$ cat src/rtl/proc_pkg.sv
// Shared definitions for the multi-cycle processor fetch path:
// sequencer state encoding, the HALT encoding and the delivered-count width.
package proc_pkg;

    typedef enum logic [1:0] {
        IDLE  = 2'd0,
        FETCH = 2'd1,
        HOLD  = 2'd2,
        HALT  = 2'd3
    } fetch_state_e;

    localparam int          FETCH_CNT_W = 16;
    localparam logic [31:0] HALT_WORD   = 32'hFFFF_FFFF;

    // Counter increment that sticks at all-ones instead of wrapping.
    function automatic logic [FETCH_CNT_W-1:0] sat_inc(input logic [FETCH_CNT_W-1:0] v);
        return (v == {FETCH_CNT_W{1'b1}}) ? v : v + 1'b1;
    endfunction

endpackage

$ cat src/rtl/instr_fetch_sequencer.sv
// Instruction fetch sequencer: owns the pc, reads a combinational instruction
// memory, and hands each word to decode over a valid/ready handshake.
module instr_fetch_sequencer #(
    parameter int                  width      = 32,
    parameter int                  wordLength = 32,
    parameter logic [wordLength-1:0] HALT_WORD = {wordLength{1'b1}},
    localparam int                 AW         = (width > 1) ? $clog2(width) : 1
) (
    input  logic                  clk,
    input  logic                  rst_n,
    input  logic                  start,
    output logic [AW-1:0]         imem_addr,
    input  logic [wordLength-1:0] imem_data,
    output logic [wordLength-1:0] instr,
    output logic                  instr_valid,
    input  logic                  instr_ready,
    input  logic                  redirect_valid,
    input  logic [AW-1:0]         redirect_addr,
    output logic [AW-1:0]         pc,
    output logic                  halt,
    output logic [15:0]           fetch_count
);
    import proc_pkg::*;

    localparam logic [AW-1:0] LAST_ADDR = AW'(width - 1);

    fetch_state_e             state_reg, state_next;
    logic [AW-1:0]            pc_reg, pc_next;
    logic [wordLength-1:0]    instr_reg, instr_next;
    logic                     valid_reg, valid_next;
    logic                     halt_reg, halt_next;
    logic [FETCH_CNT_W-1:0]   cnt_reg, cnt_next;
    logic [AW-1:0]            pc_inc;
    logic                     handshake;

    // Explicit wrap so non-power-of-two depths return to 0 after width-1.
    assign pc_inc    = (pc_reg == LAST_ADDR) ? '0 : pc_reg + 1'b1;
    assign handshake = valid_reg & instr_ready;

    always_ff @(posedge clk or negedge rst_n) begin
        if (!rst_n) begin
            state_reg <= IDLE;
            pc_reg    <= '0;
            instr_reg <= '0;
            valid_reg <= 1'b0;
            halt_reg  <= 1'b0;
            cnt_reg   <= '0;
        end else begin
            state_reg <= state_next;
            pc_reg    <= pc_next;
            instr_reg <= instr_next;
            valid_reg <= valid_next;
            halt_reg  <= halt_next;
            cnt_reg   <= cnt_next;
        end
    end

    always_comb begin
        state_next = state_reg;
        pc_next    = pc_reg;
        instr_next = instr_reg;
        valid_next = valid_reg;
        halt_next  = halt_reg;
        cnt_next   = cnt_reg;

        unique case (state_reg)
            IDLE: begin
                if (start) begin
                    state_next = FETCH;
                end
            end
            FETCH: begin
                if (redirect_valid) begin
                    pc_next = redirect_addr;
                end else if (imem_data == HALT_WORD) begin
                    halt_next  = 1'b1;
                    state_next = HALT;
                end else begin
                    instr_next = imem_data;
                    valid_next = 1'b1;
                    pc_next    = pc_inc;
                    state_next = HOLD;
                end
            end
            HOLD: begin
                // A redirect is only honoured alongside the accepting handshake.
                if (handshake) begin
                    valid_next = 1'b0;
                    cnt_next   = sat_inc(cnt_reg);
                    state_next = FETCH;
                    if (redirect_valid) begin
                        pc_next = redirect_addr;
                    end
                end
            end
            HALT: begin
                if (start) begin
                    pc_next    = '0;
                    halt_next  = 1'b0;
                    state_next = FETCH;
                end
            end
            default: begin
                state_next = IDLE;
            end
        endcase
    end

    assign imem_addr   = pc_reg;
    assign pc          = pc_reg;
    assign instr       = instr_reg;
    assign instr_valid = valid_reg;
    assign halt        = halt_reg;
    assign fetch_count = cnt_reg;

endmodule

$ cat config.mk
export PLATFORM = sky130hd
export DESIGN_NAME = instr_fetch_sequencer
export DESIGN_NICKNAME = d
export VERILOG_FILES = /design/src/rtl/proc_pkg.sv /design/src/rtl/instr_fetch_sequencer.sv
export SDC_FILE = /design/constraint.sdc
export NUM_CORES = 1
export LEC_CHECK = 0
export CORE_MARGIN = 1
export CORE_UTILIZATION = 40
export DETAILED_ROUTE_END_ITERATION = 6
export DONT_BUFFER_PORTS = 1
export SLEW_MARGIN = 20
export SYNTH_ARGS = -nofsm -noshare
export SYNTH_HDL_FRONTEND = slang
export SYNTH_SLANG_ARGS = --single-unit
$ cat constraint.sdc
create_clock -name clk -period 2.25 [get_ports clk]
set_input_delay 0.225 -clock clk [delete_from_list [all_inputs] [get_ports clk]]
set_output_delay 0.225 -clock clk [all_outputs]
set_load 0.005 [all_outputs]
==> metrics.txt <==
status finished, final reports clean; max incr delay on CP about 0.56 ns; Critical path buffers and inverters 0; most common cell in the synthesized netlist sky130_fd_sc_hd__dfrtp_1; switching power as a share of total power roughly a third; Setup CP Type register to register; number of flip-flops under the largest register name 32; Slew HR ~60%; die width between 80 and 90 um; Tot GR Track Use between 10% and 20%; Crit-path slowest cell sky130_fd_sc_hd__or4_4; number of buffers created by CTS 9; Yosys top cell by area sky130_fd_sc_hd__dfrtp_1; estimated wirelength of the detail-placed design 4090 um; number of buffers on the longest clock path 2; count of cell instances traversed by the critical path 8; post-route clock period utilization between 90% and 100%; final clock skew roughly 0.0095 ns; Leakage Power approximately 1.4 nW; post-DR vias/cell between 5 and 6; Reg power frac around 44%; cell repeated most along the worst path sky130_fd_sc_hd__ha_1; classification of the worst-slack hold path input port to register; Diodes inserted 0; TritonCTS Sinks 57; area delta synth->final 10.43%; crit path launch imem_addr[0]; wire length of the first global-routing pass slightly below 9000 um; number of antenna-violating nets in the routed design 0; number of cells traversed by the worst register-to-register path 8; Detailed Routing Iterations Pass 1 4; register area 1426 um^2; cells along the critical path ha_1 -> and3_1 -> ha_1 -> or4_4 -> nand2b_1 -> and2_0 -> o21ai_0 -> o2bb2ai_1; number of enable flip-flop cells after synthesis 0; count of state elements after synthesis 57; cell type group with the largest total delay on the critical path simple AND/OR/NAND/NOR gates; element type at the critical path end register; number of cells in the finished layout apart from fillers approximately 340; post-route DRC violation count 0; fill cell count 620; most common flop cell mapped by yosys sky130_fd_sc_hd__dfrtp_1; CTS Root Buffer Type sky130_fd_sc_hd__clkbuf_8; clock period minus final worst setup slack approximately 2.1 ns; number of synthesis warnings 0; combined area of all synthesized cells 2880 um^2; Worst Setup Start Kind register; setup slack on the worst flop-to-flop path about 0.16 ns; Crit path arrival time around 2.4 ns; unrepaired setup endpoints after global routing false; power per standard cell area approximately 1300 nW/um^2; clock network fraction of total power 24.1%; quantity of I/O buffers inserted on ports 0; post-route setup TNS 0 ns; total power 4.094 mW; DRT Wirelength 5858 um; number of instances in the synthesized netlist ~230; die height around 87 um; initial core utilization 41.93%; synthesized net count roughly 280; crit-path max FO 5; share of the synthesized area in the top cell type 49.52%; clock tree from TritonCTS built; # Post-CTS Setup Buffers 0; Synth area leaders sky130_fd_sc_hd__dfrtp_1, sky130_fd_sc_hd__mux2_4, sky130_fd_sc_hd__ha_1; antenna violations before repair 0; dpl cell area 2934 um^2; final hold viol count 0; combinational power share ~32%; total die area about 7500 um^2; post-place setup slack ~0.14 ns; count of cell types in the netlist between 40 and 50; internal power component roughly 2.8 mW; Worst R2R Start imem_addr[0]; final design instance area without fill between 3000 and 4000 um^2; maximum VDD drop ~0.37 mV; Layout Utilization 46.30%; fin. max-slew vios 0; nets@finish approximately 290; P_sw roughly 1.3 mW; Setup crit end imem_addr[3]; worst reg2reg endpoint imem_addr[3]; sequential-to-total area share from yosys stat approximately half; required time of the critical path between 2 and 3 ns; Synth Area per Inst 12.69 um^2; leading post-synthesis cells by instance count sky130_fd_sc_hd__dfrtp_1, sky130_fd_sc_hd__mux2_4, sky130_fd_sc_hd__nand4_1; Final Worst Setup Slack roughly 0.16 ns; multi-input gate area in the final layout about 1300 um^2; global placer's final weighted congestion between 0.8 and 0.9; fmax 0.4781 GHz; asr flop ratio synth between 90% and 100%; average wire per standard cell around 17 um; number of global-route vias before repair approximately 1,700; transition time at the pin with the least slew margin roughly 0.58 ns; total of endpoints with negative setup slack in the final report 0; Row Count 30; clock transition time at the flip-flop clock pins of the worst setup and hold paths 0.07 ns; H-tree level count 3; global route total overflow 0; total instance count after detailed placement roughly 320; share of post-route cells with drive strength above 1 28.33%; via count of the routed design about 1,800; DRC violation total after the first TritonRoute iteration 60; minimum hold slack between 0.04 and 0.05 ns; number of top-level design ports a little over 100; Placeable Area around 6900 um^2; Skew-Pair Late Insertion Delay approximately 0.33 ns; maximum number of pins on one net before global-route repair 58; Max-cap violations 0
==> worst register-to-register path, cell delays in order, from the launching register on <==
cell                        delay, ns
sky130_fd_sc_hd__dfrtp_1         0.38
sky130_fd_sc_hd__ha_1            0.23
sky130_fd_sc_hd__and3_1          0.19
sky130_fd_sc_hd__ha_1            0.17
sky130_fd_sc_hd__or4_4           0.56
sky130_fd_sc_hd__nand2b_1        0.16
sky130_fd_sc_hd__and2_0          0.14
sky130_fd_sc_hd__o21ai_0         0.07
sky130_fd_sc_hd__o2bb2ai_1       0.13
==> how the worst min path moves through the flow <==
stage | from | end | cells past startpoint
6_report | imem_data[28] | instr[28] | 1
3_5_place_dp | rst_n | instr[3] | 0
4_1_cts | imem_data[5] | instr[5] | 1
5_1_grt | imem_data[27] | instr[27] | 1
2_1_floorplan | rst_n | fetch_count[0] | 0
3_3_place_gp | rst_n | instr[3] | 0
==> per-layer routing <==
| metal | track usage, % | up-vias | share of wire, % |
|---|---|---|---|
| met5 | 0 | - | 0 |
| met4 | 8.333 | 0 | 1.4 |
| met3 | 6.540 | 6 | 11 |
| li1 | - | 838 | - |
| met2 | 23.05 | 79 | 44 |
| met1 | 19.22 | 839 | 43 |
==> cell type report <==
cell class,instances,share of cell area (%)
Sequential cell,57,44.85
Clock buffer,11,4.760
Inverter,6,0.7081
Multi-Input combinational cell,151,41.15
Clock inverter,5,1.692
Timing Repair Buffer,10,3.068
Tap cell,96,3.777
==> power by group through the flow <==
stage               clock network, mW  logic [mW]  registers [mW]
global route                     1.06        1.46            1.84
detailed placement                  0        1.30            1.80
global placement                    0        1.28            1.79
CTS                              1.01        1.34            1.79
floorplan                           0        1.19            1.73
finish                          0.987        1.33            1.78
==> timing repair <==
action / in CTS / in global routing
hold endpoints to repair: 57 / 0
endpoints found under the setup margin: 0 / 1
gates resized for setup: 0 / 1
hold buffers: 2 / 0
==> cells in the final DEF (no fill, tap or decap), drive strengths merged <==
cell type     n
inv           6
o211ai        1
o21bai        1
o21a          1
nand4        14
buf           9
and3          6
or2           1
ha            8
o21ai         8
o2bb2ai       2
a21o          1
nor3          5
nand3         9
xor2          7
nand2b        1
xnor2         6
nor4          3
o2111ai       2
mux2i         1
a31oi         1
a22oi         2
nor3b         1
and2          2
mux2         37
a21oi         5
clkbuf       11
nor4b         1
and4          1
dlygate4sd3   1
a22o          1
nor2          7
nand2        12
a221oi        2
dfrtp        57
or4           1
or4b          1
bufinv        1
clkinv        4
==> kinds of logic after synthesis <==
group | Yosys count | share of synthesized area, %
simple gates | 65 | 12.99
flops | 57 | 49.52
mux | 38 | 18.72
compound gates | 27 | 6.169
buf+inv | 19 | 5.170
xor+xnor | 13 | 3.953
fa+ha+maj | 8 | 3.475
Note: power is estimated with default switching activity, not from simulation.
